**config.mk**
```make
export PLATFORM = sky130hd
export DESIGN_NAME = sap1_ram_loader
export DESIGN_NICKNAME = d
export VERILOG_FILES = /design/src/rtl/sap1_loader_pkg.sv /design/src/rtl/sap1_loader_timeout.sv /design/src/rtl/sap1_ram_loader.sv
export SDC_FILE = /design/constraint.sdc
export NUM_CORES = 1
export LEC_CHECK = 0
export CAP_MARGIN = 5
export CORE_ASPECT_RATIO = 0.75
export CORE_UTILIZATION = 56
export CTS_CLUSTER_SIZE = 14
export DETAILED_ROUTE_END_ITERATION = 8
export PLACE_DENSITY = 0.79
export SLEW_MARGIN = 20
export SYNTH_ARGS = -nofsm -noshare
export SYNTH_HDL_FRONTEND = slang
export SYNTH_SLANG_ARGS = --single-unit
```
**constraint.sdc**
```tcl
create_clock -name CLK -period 2.3 [get_ports CLK]
set_input_delay 0.23 -clock CLK [delete_from_list [all_inputs] [get_ports CLK]]
set_output_delay 0.23 -clock CLK [all_outputs]
set_load 0.02 [all_outputs]
```
**src/rtl/sap1_loader_pkg.sv**
```systemverilog
// Shared types and constants for the SAP-1 program-memory loader.
// Frame: HEADER, COUNT, ADDR, DATA[0..COUNT-1], CSUM (8-bit wrapping sum of COUNT..DATA).
package sap1_loader_pkg;

    localparam int         ADDR_W_DEFAULT  = 4;
    localparam int         DATA_W_DEFAULT  = 8;
    localparam logic [7:0] HEADER_DEFAULT  = 8'hA5;
    localparam int         MAX_COUNT       = 16;
    localparam int         TIMEOUT_DEFAULT = 1000000;

    typedef enum logic [2:0] {
        ST_IDLE  = 3'd0,
        ST_COUNT = 3'd1,
        ST_ADDR  = 3'd2,
        ST_DATA  = 3'd3,
        ST_CSUM  = 3'd4
    } state_e;

    function automatic logic [7:0] csum_add(input logic [7:0] sum, input logic [7:0] b);
        return sum + b;
    endfunction

    function automatic logic count_legal(input logic [7:0] b);
        return (b != 8'd0) && (b <= 8'(MAX_COUNT));
    endfunction

endpackage

```
**src/rtl/sap1_loader_timeout.sv**
```systemverilog
// Inter-byte watchdog: counts cycles while enabled, restarts on every accepted byte,
// and flags expiry on the cycle the count sits at TIMEOUT_CYCLES-1.
module sap1_loader_timeout #(
    parameter int TIMEOUT_CYCLES = 1000000
) (
    input  logic CLK,
    input  logic CLR_bar,
    input  logic i_enable,
    input  logic i_clear,
    output logic o_expired
);

    localparam int CNT_W = (TIMEOUT_CYCLES > 2) ? $clog2(TIMEOUT_CYCLES) : 1;
    localparam logic [CNT_W-1:0] LAST = CNT_W'(TIMEOUT_CYCLES - 1);

    logic [CNT_W-1:0] r_cnt;

    assign o_expired = i_enable && !i_clear && (r_cnt == LAST);

    // Cycle counter, cleared outside a frame, on each byte and once it expires.
    always_ff @(posedge CLK) begin
        if (!CLR_bar) begin
            r_cnt <= '0;
        end else if (!i_enable || i_clear || o_expired) begin
            r_cnt <= '0;
        end else begin
            r_cnt <= r_cnt + CNT_W'(1);
        end
    end

endmodule

```
**src/rtl/sap1_ram_loader.sv**
```systemverilog
// Frame receiver that writes the SAP-1 16x8 program memory and holds the CPU in clear
// until a frame with a good checksum has been loaded.
module sap1_ram_loader
    import sap1_loader_pkg::*;
#(
    parameter int                ADDR_W         = ADDR_W_DEFAULT,
    parameter int                DATA_W         = DATA_W_DEFAULT,
    parameter logic [DATA_W-1:0] HEADER         = HEADER_DEFAULT,
    parameter int                TIMEOUT_CYCLES = TIMEOUT_DEFAULT
) (
    input  logic              CLK,
    input  logic              CLR_bar,
    input  logic [DATA_W-1:0] in_data,
    input  logic              in_valid,
    output logic              in_ready,
    output logic [ADDR_W-1:0] ram_addr,
    output logic [DATA_W-1:0] ram_data,
    output logic              ram_we,
    output logic              cpu_hold,
    output logic              busy,
    output logic              load_done,
    output logic              load_error
);

    localparam int CNT_W = $clog2(MAX_COUNT) + 1;

    state_e            r_state;
    state_e            w_state_next;
    logic              r_in_ready;
    logic              r_ram_we;
    logic [ADDR_W-1:0] r_ram_addr;
    logic [DATA_W-1:0] r_ram_data;
    logic              r_cpu_hold;
    logic              r_busy;
    logic              r_load_done;
    logic              r_load_error;
    logic [ADDR_W-1:0] r_addr;
    logic [DATA_W-1:0] r_csum;
    logic [CNT_W-1:0]  r_remaining;

    logic              w_accept;
    logic              w_enable;
    logic              w_expired;
    logic              w_is_header;
    logic              w_count_ok;
    logic              w_last_data;
    logic              w_csum_ok;
    logic [DATA_W-1:0] w_csum_sum;

    assign w_accept    = in_valid && r_in_ready;
    assign w_enable    = (r_state != ST_IDLE);
    assign w_is_header = (in_data == HEADER);
    assign w_count_ok  = count_legal(in_data);
    assign w_last_data = (r_remaining == CNT_W'(1));
    assign w_csum_ok   = (in_data == r_csum);
    assign w_csum_sum  = csum_add(r_csum, in_data);

    sap1_loader_timeout #(
        .TIMEOUT_CYCLES(TIMEOUT_CYCLES)
    ) u_timeout (
        .CLK      (CLK),
        .CLR_bar  (CLR_bar),
        .i_enable (w_enable),
        .i_clear  (w_accept),
        .o_expired(w_expired)
    );

    // Frame sequencing; a timeout abandons the frame from any state.
    always_comb begin
        w_state_next = r_state;
        if (w_expired) begin
            w_state_next = ST_IDLE;
        end else if (w_accept) begin
            case (r_state)
                ST_IDLE:  w_state_next = w_is_header ? ST_COUNT : ST_IDLE;
                ST_COUNT: w_state_next = w_count_ok ? ST_ADDR : ST_IDLE;
                ST_ADDR:  w_state_next = ST_DATA;
                ST_DATA:  w_state_next = w_last_data ? ST_CSUM : ST_DATA;
                ST_CSUM:  w_state_next = ST_IDLE;
                default:  w_state_next = ST_IDLE;
            endcase
        end else begin
            w_state_next = r_state;
        end
    end

    // State, status flags, checksum, address counter and the memory write register.
    always_ff @(posedge CLK) begin
        if (!CLR_bar) begin
            r_state      <= ST_IDLE;
            r_busy       <= 1'b0;
            r_in_ready   <= 1'b0;
            r_ram_we     <= 1'b0;
            r_ram_addr   <= '0;
            r_ram_data   <= '0;
            r_cpu_hold   <= 1'b0;
            r_load_done  <= 1'b0;
            r_load_error <= 1'b0;
            r_addr       <= '0;
            r_csum       <= '0;
            r_remaining  <= '0;
        end else begin
            r_state     <= w_state_next;
            r_busy      <= (w_state_next != ST_IDLE);
            r_in_ready  <= 1'b1;
            r_ram_we    <= 1'b0;
            r_load_done <= 1'b0;
            if (w_expired) begin
                r_load_error <= 1'b1;
            end else if (w_accept) begin
                case (r_state)
                    ST_IDLE: begin
                        if (w_is_header) begin
                            r_cpu_hold   <= 1'b1;
                            r_load_error <= 1'b0;
                            r_csum       <= '0;
                        end
                    end
                    ST_COUNT: begin
                        if (w_count_ok) begin
                            r_remaining <= CNT_W'(in_data);
                            r_csum      <= w_csum_sum;
                        end else begin
                            r_load_error <= 1'b1;
                        end
                    end
                    ST_ADDR: begin
                        r_addr <= in_data[ADDR_W-1:0];
                        r_csum <= w_csum_sum;
                    end
                    ST_DATA: begin
                        r_ram_we    <= 1'b1;
                        r_ram_addr  <= r_addr;
                        r_ram_data  <= in_data;
                        r_addr      <= r_addr + ADDR_W'(1);
                        r_csum      <= w_csum_sum;
                        r_remaining <= r_remaining - CNT_W'(1);
                    end
                    ST_CSUM: begin
                        // The CPU is only released here; errors leave it held.
                        if (w_csum_ok) begin
                            r_load_done <= 1'b1;
                            r_cpu_hold  <= 1'b0;
                        end else begin
                            r_load_error <= 1'b1;
                        end
                    end
                    default: begin
                        r_load_error <= 1'b1;
                    end
                endcase
            end
        end
    end

    assign in_ready   = r_in_ready;
    assign ram_we     = r_ram_we;
    assign ram_addr   = r_ram_addr;
    assign ram_data   = r_ram_data;
    assign cpu_hold   = r_cpu_hold;
    assign busy       = r_busy;
    assign load_done  = r_load_done;
    assign load_error = r_load_error;

endmodule

```
; Yosys cells after proc, flatten, opt, wreduce, memory -nomap -nowiden
; Cells that the tools add are included.
[totals]
wordCells = 88
latch_bits = 0
regBits = 58
mem_bits_rw = 0
romBits = 0
mem_count = 0
inputBits = 11
[classes]
div = 0
bitwise = 4
n_shift = 0
n_addsub = 4
magnitude_cmp = 1
multipliers = 0
eq_ne = 15
mux = 24
reduce_logical = 27
[op_table]
columns = op, n
row1 = one-hot mux 8 bit (3 select lines), 1
row2 = adder 20 x 1 -> 20 bit (second input constant), 1
row3 = == test 20 bit (second input constant), 1
row4 = two-way mux 8 bit, 2
row5 = AND reduction 5 bit, 3
row6 = one-hot mux 3 bit (4 select lines), 1
row7 = two-way mux 1 bit, 11
row8 = one-hot mux 5 bit (2 select lines), 1
row9 = two-way mux 3 bit, 3
row10 = != test 3 x 2 -> 1 bit (second input constant), 3
row11 = nonzero test 3 bit, 3
row12 = adder 8 bit, 1
row13 = == test 8 bit, 1
row14 = == test 8 bit (second input constant), 1
row15 = less-or-equal comparator 8 x 5 -> 1 bit (second input constant), 1
row16 = one-hot mux 4 bit (2 select lines), 1
row17 = nonzero test 2 bit, 4
row18 = nonzero test 8 bit, 1
row19 = == test 3 x 2 -> 1 bit (second input constant), 2
row20 = != test 2 bit (second input constant), 3
row21 = AND reduction 3 bit, 2
row22 = == test 5 x 1 -> 1 bit (second input constant), 1
row23 = two-way mux 5 bit, 1
row24 = subtractor 5 x 1 -> 5 bit (second input constant), 1
row25 = 16 further kinds, 25

; Logic depth before layout (Yosys ltp)
[depth]
depth_word = 7
mapped_depth = 8
mapped_depth_nobuf = 8

; Cells and area by module
; Synthesis repeated with hierarchy kept, for this count alone.
[unflattened]
cells_unflattened = 371
hier_area_um2 = 3085.5
[by_module_without_submodules]
columns = module, cells_per_inst, instances, area_per_inst_um2, seq_area_each_um2
row1 = sap1_ram_loader, 264, 1, 2153.3, 760.7
row2 = sap1_loader_timeout, 107, 1, 932.1, 400.4

; Worst setup path before layout
; Ideal clock, no wire load.
[synth_path]
path_kind = register to register
startpoint = register r_csum[1]
endpoint = register r_csum[7]
slack_ns = 0.410
setup_time_ns = 0.072
synth_period_minus_slack_ns = 1.890
t_required_ns = 2.228
arrival_ns = 1.818
stages_incl_launch_ff = 8
path_cell_list = dfxtp_1 ha_1 a21oi_1 o211ai_1 o41ai_1 xor2_1 or4_1 mux2i_1
[synth_between]
elab_chain_len = 3
[synth_lines]
columns = element, line
row1 = from (decl), sap1_ram_loader.sv:38  ; logic [DATA_W-1:0] r_csum;
row2 = from (signal assigned), sap1_ram_loader.sv:122  ; r_csum <= w_csum_sum;
row3 = from (signal assigned), sap1_ram_loader.sv:129  ; r_csum <= w_csum_sum;
row4 = from (signal assigned), sap1_ram_loader.sv:136  ; r_csum <= w_csum_sum;
row5 = adder 8 bit *, sap1_loader_pkg.sv:20  ; return sum + b;
row6 = two-way mux 8 bit, sap1_ram_loader.sv:120  ; if (w_count_ok) begin
row7 = one-hot mux 8 bit (3 select lines) *, sap1_ram_loader.sv:111  ; case (r_state)
; Mark *: on every way between the ends. The rest lies on a longest branch, timed or not. The select of a mux whose other input is x is not followed.
; A chain may end at the register's enable or synchronous reset.

; Worst setup path after layout
[layout_path]
startpoint = input in_data[0]
endpoint = register r_remaining[2]
[layout_between]
elab_chain_len = 4
elab_cells_between_ends = 5
[layout_lines]
columns = element, line
row1 = from (decl), sap1_ram_loader.sv:13  ; input logic [DATA_W-1:0] in_data,
row2 = less-or-equal comparator 8 x 5 -> 1 bit or nonzero test 8 bit (tied branches), sap1_loader_pkg.sv:24  ; return (b != 8'd0) && (b <= 8'(MAX_COUNT));
row3 = logical AND 1 bit *, sap1_loader_pkg.sv:24
row4 = != test 2 bit (no source line) *, -
row5 = AND reduction 4 bit (no source line) *, -
row6 = to (signal assigned), sap1_ram_loader.sv:121  ; r_remaining <= CNT_W'(in_data);
row7 = to (signal assigned), sap1_ram_loader.sv:137  ; r_remaining <= r_remaining - CNT_W'(1);
row8 = to (decl), sap1_ram_loader.sv:39  ; logic [CNT_W-1:0] r_remaining;
; Mark *: on every way between the ends. The rest lies on a longest branch, timed or not.

==> flow_metrics.tcl <==
set metrics [dict create \
    gp_congestion 0.877 \
    dr.pass1.iters 4 \
    p_per_area_nw_per_um2 587 \
    synth-edff-count 0 \
    antenna_found_initial 0 \
    crit_chain "clkdlybuf4s50_1 > buf_4 > nor4_2 > xnor2_1 > nand3_1 > a21oi_1 > nor2_1 > a2111oi_2" \
    num_vias 2558 \
    globalRouteTotalUtil_pct 26.2 \
    htree_levels 3 \
    cp_slowest_cell "clkdlybuf4s50_1" \
    clock-sinks 58 \
    hp-class "reg2reg" \
    ir_drop_v 0.000525 \
    worstPathRequired_ps 2540 \
    ys_seq_area_share_pct 41.4 \
    syn-cell-area_sq_um 2800 \
    cts_buffers 9 \
    max_stage_delay_ps 450 \
    period_needed_ps 2060 \
    yosysUniqueCellTypes 49 \
    fin_nets 415 \
    p_leak_nw 1.28 \
    rr_worst_depth 7 \
    setup_violations 0 \
    r2r_end "r_csum[7]$_SDFFE_PN0P_" \
    synthCells 336 \
    criticalPathCategory "in2reg" \
    clock_path_buffers 2 \
    post-route-period-util_pct 89.5 \
    design_area_sq_um 3530 \
    synth_ff_type "dfxtp_1" \
    slew_headroom_pct 66.2 \
    hold_viol 0 \
    overflow 0 \
    hpwlAfterDp_um 4640 \
    finish.utilization_pct 76.4 \
    die_y_um 63.3 \
    root_buffer "clkbuf_8" \
    synth_area_per_cell_sq_um 8.34 \
    r2r_slack_ps 270 \
    n_fill_cell 335 \
    yosysMostFrequentCell "dfxtp_1" \
    viasPerCell 5.63 \
    cp-end-kind "flip-flop" \
    yosys.area.top_type "dfxtp_1" \
    use_met3_pct 7.99 \
    dieArea_sq_um 5290 \
    dpl-instance-area_sq_um 3320 \
    slew_violations 0 \
    core_area_sq_um 4620 \
    num_rows 21 \
    layout-drive-gt1-share_pct 14.4 \
    die_x_um 83.7 \
    min-delay-start "ram_data[3]$_SDFFE_PN0P_" \
    syn2layout_area_growth_pct 26.0 \
    start_util_pct 60.6 \
    grt_max_degree 25 \
    async_reset_ff_share_pct 0 \
    cts_tree "yes" \
    critPathArrivalTime_ps 2300 \
    yosys-top-cells-count "dfxtp_1 (58), nand2_1 (49), nor2_1 (39)" \
    start_kind "input pin" \
    regToRegStartpoint "r_csum[1]$_SDFFE_PN0P_" \
    grt_use_met2_pct 40.9 \
    grt_busiest_layer "met2" \
    wire_per_inst_um 14.2 \
    io_buffer_count 28 \
    drtIter0Drc 174 \
    grt_pass1_wl_um 10900 \
    min_path_cells 2 \
    fmax_mhz 486 \
    route.detailed.drc 0 \
    finClkSkew_ps 6.78 \
    post-place-ws_ps -110 \
    holdPathEnd "ram_data[3]$_SDFFE_PN0P_" \
    use_met1_pct 33.7 \
    layout_setup_ws_ps 242 \
    path_max_fanout 5 \
    clk_latency_ps 340 \
    tns_ps 0 \
    wirelength_um 6460 \
    yosysWarnings 0 \
    status "finished, final reports clean" \
    antennaDiodeCount 0 \
    cts_setup_buffers 0 \
    grt_pass1_vias 2483 \
    worst_pin_slew_ps 506 \
    rsz0062_at_grt "no" \
    synth_top_area_share_pct 41.4 \
    synth-seq-cells 58 \
    synth_fp_nets 359 \
    ys_top_cells_by_area "dfxtp_1 (41%), nand2_1 (6.6%), a21oi_1 (5.9%)" \
    clkTransAtPathRegs_ps 70 \
    max_cap_viol_count 0 \
    ant_nets 0 \
    ioPinCount 29 \
]
registers in the layout, indices dropped and copies added (netlist names):
register / count
r_remaining: 5
ram_data: 8
cpu_hold: 1
r_addr: 4
load_done: 1
r_csum: 8
r_state: 3
ram_we: 1
busy: 1
u_timeout.r_cnt: 20
load_error: 1
in_ready: 1
ram_addr: 4
worst max-delay path, delay by kind of cell:
kind | cells | cell delay [ps]
AO/OA/AOI/OAI | 2 | 640
buffers and inverters | 2 | 630
XOR/XNOR | 1 | 230
AND/OR/NAND/NOR | 3 | 540
repair_timing:
| item | CTS | global route |
|---|---|---|
| hold buffers | 0 | 0 |
| setup endpoints to repair | 0 | 1 |
| gates resized for setup | 0 | 1 |
| hold endpoints to repair | 0 | 0 |
cell usage in the layout (no fill, tap or decap), types with 6 or more instances in the layout:
master / instances
dfxtp_1: 58
nand2_1: 49
nor2_1: 39
a21oi_1: 33
clkdlybuf4s50_1: 28
buf_4: 28
xnor2_1: 15
nand3_1: 15
inv_1: 13
ha_1: 11
clkbuf_8: 11
xor2_1: 10
nor3_1: 8
o21ai_0: 8
a22o_1: 7
and3_1: 6
stage by stage:
stage,cells,hold slack [ps],total power [mW]
floorplan,336,258,1.07
finish,454,454,2.07
detailed placement,438,447,1.14
global placement,438,445,1.13
CTS,454,459,2.09
global route,454,475,2.14
cells by family (layout without fill, tap and decap cells):
group | count (synthesis) | in the layout | synth area share (%)
muxes | 1 | 1 | 0.357
DFF | 58 | 58 | 41.4
AOI/OAI and AO/OA | 69 | 69 | 16.2
buffers and inverters | 25 | 86 | 3.53
and+or+nand+nor | 146 | 146 | 25.0
adders and majority gates | 12 | 12 | 5.62
xor gates and xnor gates | 25 | 25 | 7.81
area by class of cell:
cell class	instances	area (sq um)	share of cell area, %
flip-flops and latches	58	1160	32.9
multi-input cells	253	1550	43.9
well taps	57	71.3	2.02
clock buffers	12	155	4.39
clock inverters	4	50.0	1.42
inverters	14	52.6	1.49
repair buffers	56	490	13.9
layer usage:
metal	up-vias	share of wire (%)
li1	1286	-
met1	1187	47
met2	68	43
met3	17	7.1
met4	0	2.2
met5	-	0
power by group:
group	internal, mW	leakage [nW]	switching, mW
Sequential	1.01	0.467	0.000781
Combinational	0.0495	0.711	0.0591
Clock	0.557	0.0986	0.401
Total	1.61	1.28	0.461
how the worst max path moves through the flow:
stage,from,end
3_5_place_dp,in_data[1],r_csum[7]$_SDFFE_PN0P_
6_report,in_data[0],r_remaining[2]$_SDFFE_PN0P_
4_1_cts,r_csum[1]$_SDFFE_PN0P_,r_csum[7]$_SDFFE_PN0P_
5_1_grt,r_csum[1]$_SDFFE_PN0P_,r_csum[7]$_SDFFE_PN0P_
2_1_floorplan,r_csum[1]$_SDFFE_PN0P_,r_csum[7]$_SDFFE_PN0P_
3_3_place_gp,in_data[1],r_csum[7]$_SDFFE_PN0P_
No activity file was read; power rests on OpenSTA's default activity.
==> RTL change 1 (config.mk and constraints unchanged) <==
Change the package constant `ADDR_W_DEFAULT` from 4 to 6.
--- a/src/rtl/sap1_loader_pkg.sv
+++ b/src/rtl/sap1_loader_pkg.sv
@@ -4,3 +4,3 @@
 
-    localparam int         ADDR_W_DEFAULT  = 4;
+    localparam int         ADDR_W_DEFAULT  = 6;
     localparam int         DATA_W_DEFAULT  = 8;
Interface: changed (resized ram_addr); port bits go from 29 to 31. No check against the original RTL was run, so the function may have changed too.
==> RTL change 1 against the unedited design <==
  * Maximum frequency grew 3.4%
  * Power grew 10%
  * Design area grew 11%
  * Routed wire length grew 18%
  * Setup slack gained 0.068 ns
  * Sequential cell count grew 4
  * Clock power grew 15%
  * Synthesized area grew 17%
  * Worst hold slack lost 0.0027 ns
  * Via count grew 15%
  * Final cell count grew 11%
  * Critical path depth is the same
==> RTL change 1: results <==
[status]
status = "complete, no violations"

[placed_design]
gp_congestion = 0.983
dp_slack_ns = -0.0277
place_area_mm2 = 0.00367
placement.io_buffers = 30
place_hpwl_um = 5530
dp_cells = 486

[power]
p_int_mw = 1.79
p_leak_nw = 1.39
vdd.ir_drop.worst_mv = 0.422

[finish]
nets = 445
final_cells = 502
largest_reg_flops = 20
largest_register = "u_timeout.r_cnt"
drive_above_1_share_pct = 10.8
n_antenna_cell = 0
nFillCells = 440

[yosys]
synth_area_per_cell_um2 = 8.51
syn_nets = 407
async_reset_ff_share_pct = 0
synth_area_leaders = "dfxtp_1 (38%), nand2_1 (6.3%), nor2_1 (4.5%)"
ys_warn_count = 0
yosysSeqAreaShare_pct = 38.0
yosys-top-cells-count = "dfxtp_1 (62), nand2_1 (55), nor2_1 (39)"
ys_types = 61

[clock_tree]
cts_buffer_depth = 2
cts-root-buf = "clkbuf_8"
insertion_delay_ns = 0.34
htree_levels = 3
cts_buffers = 9
postCtsSetupBuffers = 0
path_clk_slew_ns = 0.07
cts.repair.resized = 0

[timing]
worst_slack_ns = 0.309
clock_skew_ns = 0.00629
worst_slew_pin_slew_ns = 0.584

[route]
drt_first_pass_iters = 5
vias_per_cell = 5.86
finalWirelength_um = 7630
drtIter0Drc = 218

[global_routing]
antenna_found_initial = 0
grt_max_degree = 21
grt_pass1_wl_um = 13000
grt_pass1_vias = 2695
track_usage_pct = 27.3

[min_path]
hp-class = "reg -> reg"

[critical_path]
crit_fanout = 3
worst-endpoint-arrival_ns = 2.22
## RTL change 1: cell count changes in the layout (fill, tap and decap cells not counted), sizes merged, moves of 5 or more
cell and change:
buf -15, a21boi +21, nand3 +8, xor2 +5, o21ai +13, nand2 +6, inv -5, a21oi -19
a22o -7, xnor2 -5
## RTL change 1: worst paths after layout
kind                                                from                       end  slack [ns]  cells after the start
worst max-delay path                          in_data[0]    r_csum[6]$_SDFFE_PN0P_        0.31                      8
worst min-delay path            ram_data[2]$_SDFFE_PN0P_  ram_data[2]$_SDFFE_PN0P_        0.45                      2
worst max register to register    r_csum[0]$_SDFFE_PN0P_    r_csum[6]$_SDFFE_PN0P_        0.34                      7
worst min register to register  ram_data[2]$_SDFFE_PN0P_  ram_data[2]$_SDFFE_PN0P_        0.45                      2
## RTL change 1: power by group through the flow
stage	Sequential (mW)	Combinational, mW	Clock (mW)
after global placement	1.10	0.109	0
after floorplan	1.10	0.0515	0
after detailed placement	1.10	0.110	0
after CTS	1.07	0.111	1.12
after global routing	1.07	0.123	1.16
final	1.08	0.113	1.10
## RTL change 1: area by class of cell
class | instances | area [um^2] | area share (%)
Clock inverter | 5 | 81.3 | 2.08
Inverter | 8 | 30.0 | 0.769
Clock buffer | 11 | 151 | 3.88
Sequential cell | 62 | 1240 | 31.8
Timing Repair Buffer | 43 | 398 | 10.2
Multi-Input combinational cell | 298 | 1910 | 48.9
Tap cell | 75 | 93.8 | 2.40
## RTL change 1: worst max-delay path: stages
cell and delay, ns:
clkdlybuf4s50_1 0.42, ha_1 0.24, fa_1 0.43, a211oi_1 0.30
o21ai_0 0.14, a21oi_1 0.21, xor2_1 0.18, o22ai_1 0.08
## RTL change 1: cell families (layout without fill, tap and decap cells)
family          count (synthesis)  in the layout  synth area share (%)
fa+ha+maj                      12             12                  4.83
xor+xnor                       25             25                  6.70
mux                             2              2                 0.766
compound gates                 84             84                  17.8
simple gates                  175            175                  28.4
flops                          62             62                  38.0
buf+inv                        24             67                  3.52
## RTL change 1: through the flow
stage                     util, %  hold slack (ns)
after floorplan                 -            0.258
after global placement       67.2            0.442
after detailed placement     67.2            0.444
after CTS                    71.4            0.454
after global routing         71.4            0.493
final                        71.4            0.451
## RTL change 1: layer usage
metal | vias to the layer above | GRT usage, % | part of all wire [%]
li1 | 1442 | - | -
met1 | 1389 | 38.6 | 50
met2 | 100 | 40.8 | 43
met3 | 11 | 5.56 | 5.9
met4 | 0 | 11.3 | 1.5
met5 | - | 0 | 0
==> RTL change 2 (same settings) <==
Made on the original files. Register the output `load_error` once more, without a reset; this adds one clock of latency there. The other outputs are not delayed to match.
--- a/src/rtl/sap1_ram_loader.sv
+++ b/src/rtl/sap1_ram_loader.sv
@@ -162,3 +162,5 @@
     assign load_done  = r_load_done;
-    assign load_error = r_load_error;
+    always_ff @(posedge CLK) begin
+        load_error <= r_load_error;
+    end
 
Formal check against the unedited RTL: not equivalent (a bounded check fails within 4 cycles, from zero or initial values).
==> RTL change 2 against the unedited design <==
  * The flow now finishes with violations (DRC)
  * Sequential share of layout area hardly changed
  * Synthesized area grew 0.71%
  * Routed wire length rose by 2.7%
  * Power grew 11%
  * Design area rose by 1.8%
  * Sequential cell count increased by 1
  * Setup slack lost 0.053 ns
  * Clock skew up 0.0013 ns
  * Maximum frequency down 2.5%
  * Critical path type is now reg -> reg
==> RTL change 2: results <==
[route]
dr_wl_met3_um = 441
drt-met1-wl_um = 3170
vias = 2629
routed.top_layer = "met4"
drtIter0Drc = 224
finalWirelength_um = 6640
wl_met2_um = 2920
drc = 2
drt_first_pass_iters = 7
ant_nets = 0

[yosys]
async_reset_ff_share_pct = 0
ys_warn_count = 0
yosysSeqAreaShare_pct = 41.8
synth_area_leaders = "dfxtp_1 (42%), nand2_1 (6.5%), a21oi_1 (5.9%)"
syn_nets = 360
ys_types = 49
synth_top_flop_cell = "dfxtp_1"
yosys-top-cells-count = "dfxtp_1 (59), nand2_1 (49), nor2_1 (39)"

[clock_tree]
cts.repair.resized = 0
htree_levels = 3
cts_buffer_depth = 2
postCtsSetupBuffers = 0
cts_buffers = 9
insertion_delay_ns = 0.35
path_clk_slew_ns = 0.07
cts-root-buf = "clkbuf_8"

[power]
p_sw_uw = 501
vdd.ir_drop.worst_mv = 0.494
p_leak_nw = 1.30

[global_routing]
antenna_found_initial = 0
grt_pass1_vias = 2465
grt_pass1_wl_um = 11500
grt_max_degree = 22
track_usage_pct = 27.5

[finish]
largest_reg_flops = 20
largest_register = "u_timeout.r_cnt"
nets = 417
n_antenna_cell = 0
drive_above_1_share_pct = 14.5
nFillCells = 319

[min_path]
hold_path_end = "load_error$_DFF_P_"
hp-class = "reg -> reg"
worstHoldStart = "r_load_error$_SDFFE_PN0P_"
whs_path_depth = 0

[placed_design]
placement.io_buffers = 28
gp_congestion = 0.899
dp_slack_ns = -0.125
place_area_mm2 = 0.00335
place_hpwl_um = 4850

[critical_path]
worst-endpoint-arrival_ns = 2.38
crit_fanout = 3
worst-r2r-setup-slack_ns = 0.19
worstReg2RegStart = "r_csum[1]$_SDFFE_PN0P_"
r2r-end = "r_csum[7]$_SDFFE_PN0P_"
r2r_cells = 7

[status]
status = "complete, but fails checks"
failed_checks = "DRC"

[timing]
hold_viol = 0
clock_skew_ns = 0.00806
worst_slew_pin_slew_ns = 0.384
[RTL change 2: cell count changes after synthesis, sizes merged]
cell   before  now
dfxtp      58   59
[RTL change 2: kinds of logic (layout without fill, tap and decap cells)]
logic type | after synthesis | in the layout | share of synthesized area [%]
adders and majority gates | 12 | 12 | 5.59
DFF | 59 | 59 | 41.8
muxes | 1 | 1 | 0.355
AOI/OAI and AO/OA | 69 | 69 | 16.1
buffers and inverters | 25 | 87 | 3.50
and+or+nand+nor | 146 | 146 | 24.9
xor gates and xnor gates | 25 | 25 | 7.76
[RTL change 2: worst max-delay path, stage by stage (launching register included)]
cell	delay, ns
dfxtp_1	0.39
ha_1	0.27
a21oi_1	0.19
o211ai_1	0.15
o41ai_1	0.35
xor2_1	0.13
or4_1	0.41
mux2i_1	0.13
[RTL change 2: cell type report]
type	count	area (um^2)	share of cell area (%)
clock inverter	7	124	3.45
inverter	14	52.6	1.46
multi-input combinational	253	1540	42.9
tap	57	71.3	1.98
clock buffer	9	124	3.45
timing repair buffer	57	498	13.9
sequential	59	1180	32.9
[RTL change 2: worst max-delay path by stage]
stage / from / to / slack (ns) / cells past startpoint
after global placement: in_data[1] / r_csum[7]$_SDFFE_PN0P_ / -0.0005 / 8
after CTS: r_csum[1]$_SDFFE_PN0P_ / r_csum[7]$_SDFFE_PN0P_ / 0.20 / 7
after global routing: r_csum[1]$_SDFFE_PN0P_ / r_csum[7]$_SDFFE_PN0P_ / 0.07 / 7
final: r_csum[1]$_SDFFE_PN0P_ / r_csum[7]$_SDFFE_PN0P_ / 0.19 / 7
after detailed placement: in_data[1] / r_csum[7]$_SDFFE_PN0P_ / -0.12 / 8
after floorplan: r_csum[1]$_SDFFE_PN0P_ / r_csum[7]$_SDFFE_PN0P_ / 0.41 / 7
[RTL change 2: power by group through the flow]
stage / combinational, mW / sequential [mW] / clock [mW]
2_1_floorplan: 0.0422 / 1.05 / 0
3_3_place_gp: 0.106 / 1.05 / 0
3_5_place_dp: 0.108 / 1.05 / 0
4_1_cts: 0.109 / 1.02 / 1.18
5_1_grt: 0.118 / 1.02 / 1.24
6_report: 0.110 / 1.02 / 1.17
[RTL change 2: through the flow]
stage / power (mW) / utilization [%] / hold slack [ns] / instances
5_1_grt: 2.38 / 77.3 / 0.362 / 456
3_3_place_gp: 1.15 / 71.9 / 0.335 / 440
4_1_cts: 2.31 / 77.3 / 0.355 / 456
2_1_floorplan: 1.09 / - / 0.258 / 337
3_5_place_dp: 1.15 / 71.9 / 0.342 / 440
6_report: 2.30 / 77.3 / 0.356 / 456
[RTL change 2: layer usage]
metal / vias up / global-route usage, %
li1: 1293 / -
met1: 1216 / 37.9
met2: 104 / 40.7
met3: 16 / 9.04
met4: 0 / 8.41
met5: - / 0
